File: src/rtl/fir_stream_ctrl.sv
// Streaming controller for an external FIR filter: replays a sample buffer into the
// filter at a programmable rate and captures one filter result per issued sample.
module fir_stream_ctrl #(
   parameter  int N     = 16,
   parameter  int DEPTH = 32,
   parameter  int LAT   = 4,
   localparam int AW    = $clog2(DEPTH)
) (
   input  logic          clk_i,
   input  logic          reset_i,
   input  logic          wr_en_i,
   input  logic [AW-1:0] wr_addr_i,
   input  logic [N-1:0]  wr_data_i,
   input  logic          start_i,
   input  logic [AW:0]   len_i,
   input  logic [7:0]    rate_i,
   output logic [N-1:0]  filt_in_o,
   output logic          filt_clr_o,
   input  logic [N-1:0]  filt_out_i,
   output logic [N-1:0]  out_data_o,
   output logic          out_valid_o,
   output logic          busy_o,
   output logic          done_o
);

   typedef enum logic [2:0] {
      S_IDLE  = 3'd0,
      S_CLEAR = 3'd1,
      S_FEED  = 3'd2,
      S_DRAIN = 3'd3,
      S_DONE  = 3'd4
   } state_t;

   state_t          state_q, state_d;
   logic [N-1:0]    mem_q [DEPTH];
   logic [AW:0]     len_q, len_d;
   logic [7:0]      rate_q, rate_d;
   logic [7:0]      wait_q, wait_d;
   logic [AW:0]     iss_q, iss_d;
   logic [AW:0]     res_q, res_d;
   logic [LAT-1:0]  strb_q, strb_d;
   logic [N-1:0]    filt_in_q, filt_in_d;
   logic            filt_clr_q, filt_clr_d;
   logic [N-1:0]    out_data_q, out_data_d;
   logic            out_valid_q, out_valid_d;
   logic            busy_q, busy_d;
   logic            done_q, done_d;

   logic            launch_s;
   logic            issue_s;
   logic            last_iss_s;
   logic            emerge_s;
   logic            last_res_s;
   logic [AW:0]     len_eff_s;

   // A run is clear-then-feed; the first sample goes out on the edge that leaves CLEAR.
   assign launch_s   = (state_q == S_IDLE) && start_i;
   assign issue_s    = (state_q == S_CLEAR) || ((state_q == S_FEED) && (wait_q == 8'd0));
   assign last_iss_s = issue_s && (iss_q == (len_q - (AW+1)'(1)));
   assign emerge_s   = strb_q[LAT-1] && ((state_q == S_FEED) || (state_q == S_DRAIN));
   assign last_res_s = emerge_s && (res_q == (len_q - (AW+1)'(1)));
   assign len_eff_s  = ((len_i == '0) || (len_i > (AW+1)'(DEPTH))) ? (AW+1)'(DEPTH) : len_i;

   // Sample buffer: no reset, writable only while idle.
   always_ff @(posedge clk_i) begin
      if (wr_en_i && !busy_q) begin
         mem_q[wr_addr_i] <= wr_data_i;
      end
   end

   // State register.
   always_ff @(posedge clk_i) begin
      if (reset_i) begin
         state_q <= S_IDLE;
      end else begin
         state_q <= state_d;
      end
   end

   // Next-state logic; the final result takes priority over a pending issue.
   always_comb begin
      state_d = state_q;
      case (state_q)
         S_IDLE:  state_d = start_i ? S_CLEAR : S_IDLE;
         S_CLEAR: state_d = last_iss_s ? S_DRAIN : S_FEED;
         S_FEED: begin
            if (last_res_s) begin
               state_d = S_DONE;
            end else if (last_iss_s) begin
               state_d = S_DRAIN;
            end else begin
               state_d = S_FEED;
            end
         end
         S_DRAIN: state_d = last_res_s ? S_DONE : S_DRAIN;
         S_DONE:  state_d = S_IDLE;
         default: state_d = S_IDLE;
      endcase
   end

   // Output and datapath next values.
   always_comb begin
      len_d       = len_q;
      rate_d      = rate_q;
      wait_d      = wait_q;
      iss_d       = iss_q;
      res_d       = res_q;
      strb_d      = LAT'({strb_q, issue_s});
      filt_in_d   = '0;
      out_data_d  = out_data_q;
      out_valid_d = emerge_s;
      filt_clr_d  = (state_d == S_CLEAR);
      busy_d      = (state_d != S_IDLE) || (state_q != S_IDLE);
      done_d      = (state_q == S_DONE);
      if (launch_s) begin
         len_d  = len_eff_s;
         rate_d = rate_i;
         wait_d = 8'd0;
         iss_d  = '0;
         res_d  = '0;
         strb_d = '0;
      end else begin
         if (issue_s) begin
            wait_d = rate_q;
            iss_d  = iss_q + (AW+1)'(1);
         end else if (state_q == S_FEED) begin
            wait_d = wait_q - 8'd1;
         end else begin
            wait_d = wait_q;
         end
         if (emerge_s) begin
            res_d = res_q + (AW+1)'(1);
         end else begin
            res_d = res_q;
         end
      end
      if (issue_s) begin
         filt_in_d = mem_q[iss_q[AW-1:0]];
      end else if (state_q == S_FEED) begin
         filt_in_d = filt_in_q;
      end else begin
         filt_in_d = '0;
      end
      if (emerge_s) begin
         out_data_d = filt_out_i;
      end else begin
         out_data_d = out_data_q;
      end
   end

   // Datapath and output registers.
   always_ff @(posedge clk_i) begin
      if (reset_i) begin
         len_q       <= '0;
         rate_q      <= 8'd0;
         wait_q      <= 8'd0;
         iss_q       <= '0;
         res_q       <= '0;
         strb_q      <= '0;
         filt_in_q   <= '0;
         filt_clr_q  <= 1'b0;
         out_data_q  <= '0;
         out_valid_q <= 1'b0;
         busy_q      <= 1'b0;
         done_q      <= 1'b0;
      end else begin
         len_q       <= len_d;
         rate_q      <= rate_d;
         wait_q      <= wait_d;
         iss_q       <= iss_d;
         res_q       <= res_d;
         strb_q      <= strb_d;
         filt_in_q   <= filt_in_d;
         filt_clr_q  <= filt_clr_d;
         out_data_q  <= out_data_d;
         out_valid_q <= out_valid_d;
         busy_q      <= busy_d;
         done_q      <= done_d;
      end
   end

   assign filt_in_o   = filt_in_q;
   assign filt_clr_o  = filt_clr_q;
   assign out_data_o  = out_data_q;
   assign out_valid_o = out_valid_q;
   assign busy_o      = busy_q;
   assign done_o      = done_q;

endmodule

File: config.mk
export PLATFORM = sky130hd
export DESIGN_NAME = fir_stream_ctrl
export DESIGN_NICKNAME = d
export VERILOG_FILES = /design/src/rtl/fir_stream_ctrl.sv
export SDC_FILE = /design/constraint.sdc
export NUM_CORES = 1
export LEC_CHECK = 0
export ABC_CLOCK_PERIOD_IN_PS = 2150
export CAP_MARGIN = 20
export CORE_AREA = 2 2 432 220
export CTS_CLUSTER_DIAMETER = 120
export DETAILED_ROUTE_END_ITERATION = 8
export DIE_AREA = 0 0 434 222
export PLACE_DENSITY = 0.41
export SETUP_SLACK_MARGIN = 0.1
export SKIP_LAST_GASP = 1
export SYNTH_ARGS = -nofsm -noshare
export SYNTH_HDL_FRONTEND = slang
export SYNTH_SLANG_ARGS = --single-unit
File: constraint.sdc
create_clock -name clk_i -period 2.15 [get_ports clk_i]
set_input_delay 0.215 -clock clk_i [delete_from_list [all_inputs] [get_ports clk_i]]
set_output_delay 0.215 -clock clk_i [all_outputs]
set_load 0.02 [all_outputs]
==> run summary <==
nets: 1532
RSZ-0062 raised after global routing: true
Arr. time, crit path: 2.69 ns
TritonCTS buffer count: 54
Post-synth EDFFs: 512
DIE HEIGHT: 222 um
Post-Layout Cell Count: 2774
crit start category: flop
first-pass GRT wire length: 94.32 mm
Ys Warns: 0
met2 wire len: 25.10 mm
met3 routed WL: 3.174 mm
clk_lat worst skew: 0.64 ns
row cnt: 79
Cells after DPL: 2638
largest net degree at the start of global routing: 33
Final Critical Period: 2.165 ns
vias: 12320
Reg clk slew, reported paths: 0.07 ns
simple-gate portion of the synthesized area: 4.507%
Top FF cell, synth: edfxtp_1
largest family of logic cells by synthesized area: multiplexers
status: finished with violations
syn_nets: 1268
XOR/XNOR Fraction of Synth Area: 1.147%
Die ar.: 0.09635 mm^2
max-cap viol count: 0
post-synthesis compound-gate area fraction: 3.262%
DR top layer: met4
pre-CTS setup slack: -0.2589 ns
met1 WL: 36.85 mm
leakage power total: 9.040 nW
Post-DP Area: 0.02687 mm^2
Fmax achieved: 461.9 MHz
DRT iter0 DRCs: 1183
Final setup viols: 1
number of vias per cell: 4.441
total gr overflow: 0
fraction of registers with async set/reset: 0%
Crit. End Element: flop
PnR worst setup slack: -0.01476 ns
antenna viol nets, final: 0
Area Growth Syn to Fin: 28.11%
drt first pass iters: 4
Max Clock Skew: 0.02723 ns
hold-fix buffers at CTS: 0
CTS tree: done
most frequent cells in the layout: 512 x edfxtp_1, 136 x mux4_2, 114 x buf_4
Synth Cell Area: 0.02290 mm^2
CTS Sinks: 594
multiplexer area fraction after synthesis: 15.13%
initial antenna violation count: 3
DRC viols: 0
clock buffer depth: 3
Unique masters post-synth: 50
design area: 0.02934 mm^2
Filler cells: 8965
HPWL after detailed placement: 44.11 mm
Final Max Slew Viols: 0
CP required: 2.68 ns
initial core utilization: 24.81%
layout cell share with drive strength beyond 1: 33.36%
vias in the first global route: 12450
Routed Wire Length: 65.87 mm
Core Util, Final: 31.78%
per-cell routed wire length: 23.75 um
commonest non-fill, non-tap cell in the layout: edfxtp_1
GPL Wtd Cong: 0.7588
fin crit share: 100.7%
PD cells: 807.6 mW/mm^2
Least-Margin Pin Slew: 0.5146 ns
largest fanout on the critical path: 4
clock root buffer master: clkbuf_16
Mapped Cells: 1208
area share of fa/ha/maj cells after synthesis: 0.2732%
hold crit path type: in2reg
Avg Inst Size Synth: 18.96 um^2
buffers added on ports: 90
Core Footprint: 0.09232 mm^2
failing checks: negative setup slack
Horiz. Die Dim: 434 um
Final Hold Viols: 0
critical path type: reg2reg
GRT Util Overall: 13.68%
Max-slew headroom: 65.57%
peak supply drop: 0.5641 mV
#FFs+latches synth: 594
sequential share of the synthesized area: 74.30%
H-tree depth: 2
io pins: 91
## layer usage
| layer | GRT usage (%) | up-vias |
|---|---|---|
| met5 | 0 | - |
| met4 | 2.274 | 0 |
| met2 | 17.24 | 252 |
| met3 | 2.568 | 58 |
| met1 | 23.51 | 6619 |
| li1 | - | 5389 |
## state kept, by name, indices dropped and copies added (netlist names), named ones only
register,flops
mem_q,512
filt_in_o,16
out_data_o,16
rate_q,8
wait_q,8
iss_q,6
len_q,6
res_q,6
strb_q,4
state_q,3
busy_o,1
done_o,1
filt_clr_o,1
out_valid_o,1
## what timing repair did
| item | CTS | global route |
|---|---|---|
| cloned | 4 | 0 |
| endpoints found under the setup margin | 26 | 32 |
| buffers inserted | 24 | 7 |
| pin swaps | 11 | 17 |
| resized for setup | 65 | 37 |
## stage by stage
stage | TNS, ns | hold WS [ns] | power [W]
global placement | -8.688 | 0.4237 | 0.01407
detailed placement | -4.138 | 0.4158 | 0.01408
CTS | -0.1211 | 0.09910 | 0.02400
finish | -0.01476 | 0.1390 | 0.02369
global route | -0.4471 | 0.1109 | 0.02459
floorplan | -14.87 | 0.3139 | 0.01343
## critical path, stage by stage, from the launching register on
cell     delay [ns]
dfxtp_4        0.40
buf_4          0.16
buf_16         0.12
mux4_2         0.47
mux4_2         0.46
mux2_4         0.27
a22o_1         0.20
## Yosys cell counts (all sizes together), types with 3 or more instances
| library cell | count | area share (%) |
|---|---|---|
| nor3 | 8 | 0.17 |
| and2 | 5 | 0.14 |
| ha | 5 | 0.27 |
| nor3b | 5 | 0.16 |
| edfxtp | 512 | 67 |
| mux2i | 39 | 1.7 |
| clkbuf | 36 | 0.59 |
| o21ai | 41 | 1.1 |
| a22oi | 25 | 0.82 |
| nor4b | 4 | 0.22 |
| dfxtp | 82 | 7.2 |
| nor2 | 65 | 1.1 |
| buf | 28 | 0.64 |
| inv | 9 | 0.15 |
| nand3 | 13 | 0.28 |
| a21oi | 34 | 0.74 |
| nand2 | 81 | 1.4 |
| nand2b | 5 | 0.14 |
| a221oi | 3 | 0.11 |
| xor2 | 10 | 0.38 |
| nand3b | 10 | 0.33 |
| xnor2 | 20 | 0.76 |
| mux4 | 136 | 13 |
| or3b | 3 | 0.11 |
| nor4 | 3 | 0.082 |
## final cells by class
| cell class | instances | area, um^2 | area share, % |
|---|---|---|---|
| clock buffer | 61 | 1378 | 4.695 |
| antenna | 2 | 5.005 | 0.01706 |
| multi-input combinational | 541 | 5919 | 20.17 |
| sequential | 594 | 17040 | 58.06 |
| clock inverter | 40 | 355.3 | 1.211 |
| tap | 1255 | 1570 | 5.352 |
| timing repair buffer | 272 | 3040 | 10.36 |
| inverter | 9 | 37.54 | 0.1279 |
## cells by family (layout without fill, tap and decap cells)
family,Yosys count,count (layout)
other,0,2
buffers and inverters,73,382
adders and majority gates,5,5
xor gates and xnor gates,30,30
DFF,594,594
AOI/OAI and AO/OA,116,116
and+or+nand+nor,214,214
muxes,176,176
## final timing paths
kind	from	endpoint	slack, ns	cells after the start
max	flop	filt_in_o[8]$_SDFFE_PP0P_	-0.01	6
min reg2reg	strb_q[1]$_SDFF_PP0_	strb_q[2]$_SDFF_PP0_	0.44	1
max reg2reg	flop	filt_in_o[8]$_SDFFE_PP0P_	-0.01	6
min	filt_out_i[1]	out_data_o[1]$_SDFFE_PP0P_	0.14	3
## power by group
part | switching (W) | internal, W
Clock | 0.00449 | 0.00524
Sequential | 0.0000484 | 0.0126
Combinational | 0.000680 | 0.000646
(Power assumes the default switching activity.)
